$ cat config.mk
export PLATFORM = sky130hd
export DESIGN_NAME = emulib_fifo_rr_arbiter
export DESIGN_NICKNAME = d
export VERILOG_FILES = /design/src/rtl/emulib_fifo_rr_arbiter.sv
export SDC_FILE = /design/constraint.sdc
export NUM_CORES = 1
export LEC_CHECK = 0
export BUFFER_PORTS_ARGS = -buffer_cell sky130_fd_sc_hd__buf_2
export CELL_PAD_IN_SITES_DETAIL_PLACEMENT = 0
export CELL_PAD_IN_SITES_GLOBAL_PLACEMENT = 1
export CORE_AREA = 2 2 119 121
export CTS_CLUSTER_DIAMETER = 100
export DETAILED_ROUTE_END_ITERATION = 12
export DIE_AREA = 0 0 121 123
export HOLD_SLACK_MARGIN = 0.08
export PLACE_DENSITY = 0.83
export SYNTH_ARGS = -nofsm -noshare
export SYNTH_HDL_FRONTEND = slang
export SYNTH_SLANG_ARGS = --single-unit
$ cat constraint.sdc
create_clock -name clk -period 3.9 [get_ports clk]
set_clock_uncertainty 0.1 [all_clocks]
set_input_delay 1.17 -clock clk [delete_from_list [all_inputs] [get_ports clk]]
set_output_delay 1.17 -clock clk [all_outputs]
set_load 0.01 [all_outputs]
$ cat src/rtl/emulib_fifo_rr_arbiter.sv
// ---------------------------------------------------------------------------
// emulib_fifo_rr_arbiter
// Round-robin arbiter that merges NREQ burst requesters into one shared write
// FIFO. A burst is locked to its owner from its first beat until the beat
// marked req_last fires. Each FIFO word is tagged with the source id.
//
// Optional feature: define EMULIB_FIFO_ARB_STATS_EN to get per-requester
// accepted-beat counters on beat_cnt. When the macro is not defined,
// beat_cnt is tied to zero and no counter registers exist.
// ---------------------------------------------------------------------------
module emulib_fifo_rr_arbiter #(
  parameter int NREQ  = 4,
  parameter int WIDTH = 32,
  parameter int IDW   = (NREQ > 1) ? $clog2(NREQ) : 1
) (
  input  logic                  clk,
  input  logic                  rst,
  input  logic [NREQ-1:0]       req_valid,
  input  logic [NREQ-1:0]       req_last,
  input  logic [NREQ*WIDTH-1:0] req_data,
  output logic [NREQ-1:0]       req_ready,
  output logic                  fifo_winc,
  input  logic                  fifo_wfull,
  output logic [IDW+WIDTH-1:0]  fifo_wdata,
  output logic                  busy,
  output logic [NREQ*32-1:0]    beat_cnt
);

  typedef enum logic [0:0] {
    ST_IDLE   = 1'b0,
    ST_LOCKED = 1'b1
  } state_t;

  state_t          state_r;
  state_t          state_s;
  logic [IDW-1:0]  owner_r;
  logic [IDW-1:0]  owner_s;
  logic [IDW-1:0]  last_grant_r;
  logic [IDW-1:0]  last_grant_s;

  logic [IDW-1:0]  sel_id_s;
  logic            sel_some_s;
  logic            sel_valid_s;
  logic            fire_s;

  // Pick the serviced requester: rotating search in IDLE, the owner in LOCKED
  always_comb begin
    sel_id_s   = '0;
    sel_some_s = 1'b0;
    case (state_r)
      ST_IDLE: begin
        // Walk from farthest to nearest so the nearest valid requester
        // after last_grant is the one left in sel_id_s.
        for (int k = NREQ; k >= 1; k--) begin
          int  idx;
          logic hit;
          idx        = (int'(last_grant_r) + k) % NREQ;
          hit        = req_valid[idx];
          sel_id_s   = hit ? IDW'(idx) : sel_id_s;
          sel_some_s = sel_some_s | hit;
        end
      end
      ST_LOCKED: begin
        sel_id_s   = owner_r;
        sel_some_s = 1'b1;
      end
      default: begin
        sel_id_s   = '0;
        sel_some_s = 1'b0;
      end
    endcase
  end

  assign sel_valid_s = sel_some_s & req_valid[sel_id_s];
  // Outputs are forced quiet while reset is asserted.
  assign fifo_winc   = sel_valid_s & ~rst;
  assign fire_s      = fifo_winc & ~fifo_wfull;
  assign fifo_wdata  = {sel_id_s, req_data[int'(sel_id_s)*WIDTH +: WIDTH]};
  assign busy        = (state_r == ST_LOCKED);

  // One-hot ready to the selected requester while the FIFO has room
  always_comb begin
    req_ready = '0;
    if (sel_some_s && !fifo_wfull && !rst) begin
      req_ready[sel_id_s] = 1'b1;
    end else begin
      req_ready = '0;
    end
  end

  // Next-state logic: lock on a non-last beat, release on the owner's last beat
  always_comb begin
    state_s      = state_r;
    owner_s      = owner_r;
    last_grant_s = last_grant_r;
    case (state_r)
      ST_IDLE: begin
        if (fire_s && req_last[sel_id_s]) begin
          last_grant_s = sel_id_s;
        end else if (fire_s) begin
          state_s = ST_LOCKED;
          owner_s = sel_id_s;
        end else begin
          state_s = ST_IDLE;
        end
      end
      ST_LOCKED: begin
        if (fire_s && req_last[owner_r]) begin
          state_s      = ST_IDLE;
          last_grant_s = owner_r;
        end else begin
          state_s = ST_LOCKED;
        end
      end
      default: begin
        state_s = ST_IDLE;
      end
    endcase
  end

  // State, owner and rotation pointer registers; reset gives requester 0 priority
  always_ff @(posedge clk) begin
    if (rst) begin
      state_r      <= ST_IDLE;
      owner_r      <= '0;
      last_grant_r <= IDW'(NREQ - 1);
    end else begin
      state_r      <= state_s;
      owner_r      <= owner_s;
      last_grant_r <= last_grant_s;
    end
  end

`ifdef EMULIB_FIFO_ARB_STATS_EN
  logic [31:0] cnt_r [NREQ];

  // Count accepted beats per requester, wrapping naturally at 2^32
  always_ff @(posedge clk) begin
    if (rst) begin
      for (int i = 0; i < NREQ; i++) begin
        cnt_r[i] <= 32'd0;
      end
    end else if (fire_s) begin
      cnt_r[sel_id_s] <= cnt_r[sel_id_s] + 32'd1;
    end
  end

  for (genvar g = 0; g < NREQ; g++) begin : g_cnt
    assign beat_cnt[g*32 +: 32] = cnt_r[g];
  end
`else
  assign beat_cnt = '0;
`endif

endmodule

==> flow_metrics.tcl <==
set metrics [dict create \
    period_needed_ns 3.99 \
    ir_drop_mv 0.0917 \
    grt_busiest_layer "met2" \
    viasPerCell 4.03 \
    start_util 0.176 \
    final_nets 749 \
    finalMaxSlewViolations 0 \
    crit_path_cell_trace "buf_8 -> buf_6 -> o221ai_4 -> o21ai_4 -> buf_6 -> inv_8 -> buf_12 -> buf_12 -> nand2_2 -> and3_1 -> a31oi_1 -> buf_2" \
    criticalPathCategory "input port to primary output" \
    clock_path_buffers 2 \
    grt_overflow 0 \
    drt_iter0_drc 89 \
    yosysWarnings 0 \
    ys_seq_elements 5 \
    critical_path.max_fanout 6 \
    fmax_mhz 250 \
    synth_edf_count 0 \
    grt.total_usage 0.127 \
    synth_cell_types 36 \
    wl_per_cell_um 13.7 \
    critPathSlowestCell "o221ai_4" \
    gp_congestion 0.788 \
    diodes 0 \
    grt_use_met2 0.245 \
    place_area_um2 3240 \
    ant_nets 0 \
    die_area_um2 14900 \
    finalHoldViolCount 0 \
    failed_checks "negative setup slack" \
    synth_area_per_cell_um2 5.98 \
    fin_area_um2 4130 \
    finalWirelength_mm 10.8 \
    setup_violations 33 \
    synthArstFlopShare 0 \
    grt_first_pass_wirelength_mm 14.4 \
    cts_sinks 5 \
    syn_area_um2 2400 \
    ys_seq_area_frac 0.0418 \
    utilization 0.304 \
    timing.final.ws_setup_ns -0.0925 \
    cp-end-kind "primary output" \
    syn2layout_area_growth_pct 72.5 \
    cts_buffers 3 \
    powerDensity_nw_per_um2 326 \
    drtPass1Iterations 4 \
    syn_inst 401 \
    cts_tree "yes" \
    core_um2 13600 \
    ys_top_cells_by_area "buf_4 40%, nand2_1 21%, a31oi_1 8.6%" \
    cp.arrival_ns 2.72 \
    setup.worst_path.start_class "input port" \
    worst-path-buf-inv 7 \
    via_count 3183 \
    dieWidth_um 121 \
    clk_latency_ns 0.22 \
    crit_family "buffers and inverters" \
    grt_pass1_vias 2674 \
    min_path_cells 2 \
    synth_ff_type "dfxtp_1" \
    hp-class "flip-flop to flip-flop" \
    cap_violations 0 \
    rsz0062_at_grt "yes" \
    synth.largest_area_cell "buf_4" \
    grt_use_met1 0.154 \
    status "complete, but fails checks" \
    power_w 0.00135 \
    synth.top_cell.area_share 0.401 \
    dp_hpwl_mm 7.45 \
    fin_crit_sh 1.02 \
    crit_cells 12 \
    io_buffer_count 178 \
    critPathMaxStageDelay_ns 0.24 \
    htree_levels 1 \
    rr_worst_depth 10 \
    io_pins 307 \
    rows 43 \
    drive_above_1_share 0.498 \
    antenna_found_initial 1 \
    cp.required_ns 2.63 \
    clock-root-buffer "clkbuf_16" \
    grt_max_degree 30 \
    use_met3 0.00969 \
    p_leak_nw 2.23 \
    remaining_drc_errors 0 \
    die_y_um 123 \
    clk_pin_slew_worst_paths_ns 0.03 \
]
## final timing paths
kind / endpoint / from / slack, ns
setup / recovery: fifo_wdata[20] / req_valid[0] / -0.09
hold / removal: owner_r[0]$_SDFFE_PP0P_ / owner_r[0]$_SDFFE_PP0P_ / 0.49
hold reg to reg: owner_r[0]$_SDFFE_PP0P_ / owner_r[0]$_SDFFE_PP0P_ / 0.49
setup reg to reg: owner_r[1]$_SDFFE_PP0P_ / last_grant_r[1]$_SDFFE_PP1P_ / 1.15
## cells in the mapped netlist (2+ instances only)
cell type and instances:
o311ai_1 2, inv_1 3, a31oi_1 33, clkbuf_1 15, buf_1 3, nand2b_1 2
buf_2 3, inv_2 2, nor2b_1 2, a21oi_1 4, a21o_1 2, nor2_1 7
o21ai_1 3, dfxtp_1 5, buf_4 128, nand2_1 135, mux2i_1 2, and3_1 32
## layer usage
metal / part of all wire / vias up / routed length (um)
met2: 0.53 / 209 / 5710
met1: 0.39 / 1466 / 4190
met5: 0 / - / 0
met3: 0.075 / 8 / 809
li1: - / 1500 / -
met4: 0.0094 / 0 / 102
## placed cells by master, fill, tap and decap left out, drive strengths merged
cell type,count
a211o,1
a211oi,2
a21o,2
a21oi,4
a221oi,1
a311oi,1
a31oi,33
a32o,1
and3,32
buf,224
clkbuf,6
conb,128
dfxtp,5
inv,5
mux2,1
mux2i,2
mux4,1
nand2,135
nand2b,2
nand3,1
nor2,7
nor2b,2
o211ai,1
o21ai,5
o21bai,1
o221ai,1
o2bb2a,1
o311ai,2
o31ai,1
or4,1
## report_power, final
group / internal (W) / switching (W) / total (W) / leakage (nW)
combinational: 0.000564 / 0.000553 / 0.00112 / 2.15
clock: 0.000135 / 0.0000326 / 0.000168 / 0.0382
sequential: 0.0000558 / 0.00000738 / 0.0000631 / 0.0407
total: 0.000755 / 0.000592 / 0.00135 / 2.23
## repair_timing
action,CTS,global route
gates cloned,6,2
endpoints found under the setup margin,33,37
buffers inserted,11,5
pin swaps,23,15
gates resized for setup,60,60
hold buffers,0,0
## layout make-up
class	instances	area, um2
inverters	5	26.3
fillers	1517	9480
clock buffers	4	78.8
well taps	180	225
flip-flops and latches	5	100
multi-input cells	369	2060
repair buffers	226	1650
## per-stage QoR
step / instances / worst slack [ns] / hold WS [ns] / TNS, ns
CTS: 783 / -0.0857 / 0.487 / -1.08
finish: 789 / -0.0925 / 0.487 / -1.57
global placement: 763 / -0.143 / 0.471 / -1.54
floorplan: 528 / -0.0173 / 0.433 / -0.470
detailed placement: 763 / -0.169 / 0.479 / -2.68
global route: 789 / -0.175 / 0.538 / -4.29
## kinds of logic after synthesis
group,after synthesis,synth area share
AND/OR/NAND/NOR,180,0.322
buffers and inverters,154,0.443
AO/OA/AOI/OAI,57,0.169
flip-flops,5,0.0418
multiplexers,4,0.0225
other,1,0.00157
## worst min-delay path: cells and delay by family, from the launching register on
| family | cells | cell delay [ns] |
|---|---|---|
| DFF | 1 | 0.32 |
| AOI/OAI and AO/OA | 2 | 0.21 |
## registers in the layout (all words and copies together) (netlist names)
signal        flops
busy              1
last_grant_r      2
owner_r           2
(Power assumes the default switching activity.)
